--- config.mk ---
export PLATFORM = sky130hd
export DESIGN_NAME = fifo_control
export DESIGN_NICKNAME = d
export VERILOG_FILES = /design/src/rtl/fifo_control.sv
export SDC_FILE = /design/constraint.sdc
export NUM_CORES = 1
export LEC_CHECK = 0
export ABC_CLOCK_PERIOD_IN_PS = 2400
export BUFFER_PORTS_ARGS = -buffer_cell sky130_fd_sc_hd__buf_2
export CORE_ASPECT_RATIO = 1.4
export CORE_UTILIZATION = 37
export CTS_CLUSTER_DIAMETER = 60
export CTS_CLUSTER_SIZE = 8
export DETAILED_ROUTE_END_ITERATION = 7
export HOLD_SLACK_MARGIN = 0.05
export PLACE_DENSITY_LB_ADDON = 0.05
export RECOVER_POWER = 50
export SLEW_MARGIN = 20
export SYNTH_ARGS = -nofsm -noshare
export SYNTH_HDL_FRONTEND = slang
export SYNTH_SLANG_ARGS = --single-unit
--- constraint.sdc ---
create_clock -name clk -period 2.4 [get_ports clk]
set_input_delay 0.36 -clock clk [delete_from_list [all_inputs] [get_ports clk]]
set_output_delay 0.36 -clock clk [all_outputs]
set_load 0.05 [all_outputs]
--- src/rtl/fifo_control.sv ---
// Pointer, occupancy and flag controller for one dual-port FIFO memory.
// The memory registers its read data, so popped words appear one cycle after read_enable.
module fifo_control #(
  parameter int DATA_WIDTH      = 8,
  parameter int ADDR_WIDTH      = 3,
  parameter int ALMOST_FULL_TH  = 6,
  parameter int ALMOST_EMPTY_TH = 2
) (
  input  logic                  clk,
  input  logic                  reset_L,
  input  logic                  push,
  input  logic                  pop,
  input  logic [DATA_WIDTH-1:0] data_in,
  output logic [DATA_WIDTH-1:0] data_out,
  output logic                  valid_out,
  output logic [DATA_WIDTH-1:0] FIFO_data_in,
  output logic [ADDR_WIDTH-1:0] wr_ptr,
  output logic [ADDR_WIDTH-1:0] rd_ptr,
  output logic                  write_enable,
  output logic                  read_enable,
  input  logic [DATA_WIDTH-1:0] FIFO_data_out,
  output logic [ADDR_WIDTH:0]   count,
  output logic                  full,
  output logic                  empty,
  output logic                  almost_full,
  output logic                  almost_empty,
  output logic                  error
);

  localparam int DEPTH = 1 << ADDR_WIDTH;
  localparam logic [ADDR_WIDTH:0] DEPTH_C = (ADDR_WIDTH+1)'(DEPTH);
  localparam logic [ADDR_WIDTH:0] AF_TH_C = (ADDR_WIDTH+1)'(ALMOST_FULL_TH);
  localparam logic [ADDR_WIDTH:0] AE_TH_C = (ADDR_WIDTH+1)'(ALMOST_EMPTY_TH);

  logic push_ok;
  logic pop_ok;
  logic reject;

  // Handshake: a push is taken in any cycle where push=1 and full=0, a pop where
  // pop=1 and empty=0; there is no stall, a refused request is dropped and flagged.
  always_comb begin
    push_ok      = push & ~full;
    pop_ok       = pop & ~empty;
    reject       = (push & full) | (pop & empty);
    write_enable = push_ok & reset_L;
    read_enable  = pop_ok & reset_L;
    FIFO_data_in = data_in;
    data_out     = FIFO_data_out;
  end

  always_comb begin
    full         = (count == DEPTH_C);
    empty        = (count == '0);
    almost_full  = (count >= AF_TH_C);
    almost_empty = (count <= AE_TH_C);
  end

  always_ff @(posedge clk or negedge reset_L) begin
    if (!reset_L) begin
      wr_ptr    <= '0;
      rd_ptr    <= '0;
      count     <= '0;
      valid_out <= 1'b0;
      error     <= 1'b0;
    end else begin
      if (write_enable) wr_ptr <= wr_ptr + 1'b1;
      if (read_enable)  rd_ptr <= rd_ptr + 1'b1;
      case ({write_enable, read_enable})
        2'b10:   count <= count + 1'b1;
        2'b01:   count <= count - 1'b1;
        default: count <= count;
      endcase
      valid_out <= read_enable;
      if (reject) error <= 1'b1;
    end
  end

endmodule

* After elaboration in Yosys (flattened, before gate mapping)
Cells that the tools add are included.
Word-level totals: bits in registers 12, bits of input ports 20, output and inout bits 34, word-level logic and storage cells 26
Operators by class: add/subtract/negate cells 4, order comparisons 2, equal/unequal tests 3, mux-type cells 1, bitwise gates (word level) 9, reductions and logical operators 2
Operators by type and width (number):
- $pmux 4 s2 | 1
- $add 3x1->3 const B | 2
- $and 1x1->1 | 6
- $add 4x1->4 const B | 1
- $eq 4x4->1 const B | 1
- $ge 4x3->1 const B | 1
- $le 4x2->1 const B | 1
- $logic_not 4->1 | 1
- $sub 4x1->4 const B | 1
- $eq 2x1->1 const B | 1
- $eq 2x2->1 const B | 1
- $not 1->1 | 2
- $reduce_bool 2->1 | 1
- $or 1x1->1 | 1

* Longest topological paths before layout
depth after elaboration 6, gate-level depth with buffers 9, mapped depth without buffers 8

* Worst setup path before layout
OpenSTA, ideal clock, no wires.
kind register -> register, start register count[3], end register count[3], setup time 0.131 ns, arrival time 3.225 ns, data required time 2.269 ns, path slack -0.956 ns, cell stages (with the launch flop) 9, buffers on the path 1, period minus slack after synthesis 3.356 ns, cell sequence dfrtp_1 buf_6 nor4_4 nor2_2 ha_1 ha_1 or4b_1 o311ai_1 o211ai_1
On the way: word-level cells in the longest chain between the ends 6, elaborated cells on any way between the ends 14, those cells by class 2 x add/sub; 3 x eq/ne; 1 x mux; 6 x bitwise; 2 x reduce/logical
Ends and longest elaborated chain:
- from (decl) | line 22 | output logic [ADDR_WIDTH:0] count,
- from (signal assigned) | line 69 | 2'b10: count <= count + 1'b1;
- from (signal assigned) | line 70 | 2'b01: count <= count - 1'b1;
- from (signal assigned) | line 71 | default: count <= count;
- $logic_not 4->1 * | line 53 | empty = (count == '0);
- named net empty | line 24 | output logic empty,
- $not 1->1 * | line 43 | pop_ok = pop & ~empty;
- $and 1x1->1 * | line 43
- $and 1x1->1 * | line 46 | read_enable = pop_ok & reset_L;
- named net read_enable | line 20 | output logic read_enable,
- $eq 2x1->1 or $eq 2x2->1 (tied branches) | line 68 | case ({write_enable, read_enable})
- $pmux 4 s2 or $reduce_bool 2->1 (tied branches)
The timed path passes the listed nets; every way through them passes the cells marked *. A chain may end at the register's enable or synchronous reset.

* Worst setup path after layout
start register count[2], end register count[3]
On the way: word-level cells in the longest chain between the ends 6, elaborated cells on any way between the ends 14, those cells by class 2 x add/sub; 3 x eq/ne; 1 x mux; 6 x bitwise; 2 x reduce/logical
Ends and longest elaborated chain (line):
- $eq 4x4->1 or $logic_not 4->1 (tied branches) | 52, 53
- $not 1->1, on equally long branches | 42, 43
- $and 1x1->1, on equally long branches | 42, 43
- $and 1x1->1, on equally long branches | 45, 46
- $eq 2x1->1 or $eq 2x2->1 (tied branches) | 68
- $pmux 4 s2 or $reduce_bool 2->1 (tied branches)
Parallel ways exist; a longest one is shown, timed or not.

==> results.yml <==
route:
  drcViolationCount: 0
  antenna_left: 0
  dr.first_iter.drc_count: 8
  vias: 582
  firstDrtPassIters: 2
  routed_via_density: 5.15
  wl_per_cell_um: 13.7
  wirelength_um: 1550
clock_tree:
  clk_path_buf_depth: 2
  cts_tree: "done"
  cts_buffers: 3
  htree_levels: 1
  cts_root_buf: "clkbuf_4"
  cts.sinks: 12
  clk_pin_slew_ns: 0.07
  worstSkewPairLatency_ns: 0.27
synthesis:
  synth_area_um2: 847
  synth-seq-cells: 12
  synthCells: 80
  yosysUniqueCellTypes: 30
  synth-edff-count: 0
  synthesis.nets: 106
  synth.avg_cell_area_um2: 10.6
  yosysSeqAreaShare: 0.355
  yosys_warnings: 0
  yosys_most_used_dff: "dfrtp_1"
  ys_async_sr_fraction: 1.00
power:
  power_w: 0.00161
  p_per_area_mw_per_mm2: 1690
  p_leak_nw: 0.429
  ir_worst_vdd_uv: 700
layout:
  drive_gt1_frac: 0.440
  final_util: 0.438
  final_common_cell: "buf_2"
  syn2layout_area_growth_pct: 12.6
  layout_common_cells: "buf_2, dfrtp_1, inv_1, xor2_1"
  fin_nets: 118
  n_antenna_cell: 0
critical_path:
  crit_required_ns: 2.58
  critical_path_depth: 8
  path_buf_inv: 1
  endpoint: "count[3]"
  reg2reg_depth: 8
  critPathTopFamily: "flip-flops"
  r2r-end: "count[3]"
  worstReg2RegStart: "count[2]"
  critPathMaxStageDelay_ns: 0.49
  cp_max_fo: 9
  crit_type: "flop to flop"
  cp-startpoint: "count[2]"
  cp.arrival_ns: 2.42
  startpoint_type: "flop"
  end_kind: "flop"
  crit_slowest_cell: "dfrtp_2"
  worstPathCellList: "nor3_4, a21oi_2, inv_1, ha_4, ha_1, a21oi_1, mux2_1, o211ai_1"
  ff2ff_setup_slack_ns: 0.16
grt:
  antenna_found_initial: 0
  grt_usage: 0.137
  grt_pass1_wl_um: 2570
  grt_pass1_vias: 559
  grt-ovfl-total: 0
  grt_max_degree: 12
place:
  gp_congestion: 0.665
  hpwl_um: 1180
  place_ws_ns: 0.0583
  port_buffers: 21
timing:
  setup_viol: 0
  drv_slew: 0
  setup_tns_ns: 0
  relSlewSlack: 0.607
  period_minus_slack_ns: 2.24
  rsz0062_at_grt: "no"
  hold_violations: 0
  layout_setup_ws_ns: 0.161
  tightest_slew_ns: 0.590
  fin_crit_sh: 0.933
  fin_worst_skew_ns: 0.00138
  fmax_mhz: 447
floorplanning:
  io_pins: 54
  dieArea_mm2: 0.00249
  start_util: 0.389
  die_width_um: 42.4
  row_count: 20
  die_height_um: 58.6
  core-area_mm2: 0.00218
outcome:
  outcome: "complete, no violations"
worst_hold_path:
  hold_class: "input pin to flop"
flow_run:
  maxCapViolCount: 0
[worst min-delay path: stages]
cell	delay, ns
buf_2	0.10
nand2_1	0.11
nor2_4	0.08
[per-stage QoR]
stage	hold slack (ns)	instances	instance area [µm²]
after CTS	0.0519	111	933
after floorplan	0.0644	80	887
after detailed placement	0.176	106	887
final	0.438	113	953
after global placement	0.174	106	887
after global routing	0.430	113	953
[sequential cells by signal, summed over array words and instances (netlist names)]
register,flops
rd_ptr,3
count,4
error,1
valid_out,1
wr_ptr,3
[where the power goes]
part	switching, W	internal, W
logic	0.000679	0.000328
registers	0.000152	0.000299
clock network	0.0000646	0.0000921
[metal layers]
metal,part of all wire,track usage
met2,0.47,0.222
met1,0.44,0.159
met5,0,0
met3,0.063,0.0307
met4,0.030,0.0982
[cells by family after synthesis]
family	share of synthesized area
fa+ha+maj	0.0975
buf+inv	0.189
xor+xnor	0.0620
compound gates	0.100
mux	0.0620
simple gates	0.134
flops	0.355
[worst min path at each step]
stage,start,slack (ns),to,cells after the start
floorplan,reset_L,0.06,count[0],0
global placement,reset_L,0.17,error,1
detailed placement,reset_L,0.18,error,1
CTS,reset_L,0.05,rd_ptr[0],2
global route,pop,0.43,valid_out,3
finish,pop,0.44,valid_out,3
[cells in the mapped netlist, types with 2 or more instances]
cell type	n	area (µm²)
a21oi_1	3	15.0
buf_2	2	10.0
buf_4	16	120
dfrtp_1	12	300
ha_1	5	62.6
inv_1	5	18.8
mux2_4	2	30.0
nand2_1	4	15.0
nand3_1	3	15.0
nor3b_1	4	30.0
xor2_1	5	43.8
[timing repair]
| action | 4_1_cts | 5_1_grt |
|---|---|---|
| setup endpoints to repair | 0 | 1 |
| gates resized for setup | 0 | 2 |
| hold buffers | 1 | 1 |
| endpoints found under the hold margin | 2 | 7 |
| buffers inserted | 0 | 1 |
[layout make-up]
class | count | area [µm²]
Clock buffer | 4 | 36.3
Fill cell | 225 | 1220
Inverter | 5 | 18.8
Multi-Input combinational cell | 44 | 423
Sequential cell | 12 | 305
Tap cell | 22 | 27.5
Timing Repair Buffer | 26 | 143
(Power assumes the default switching activity.)
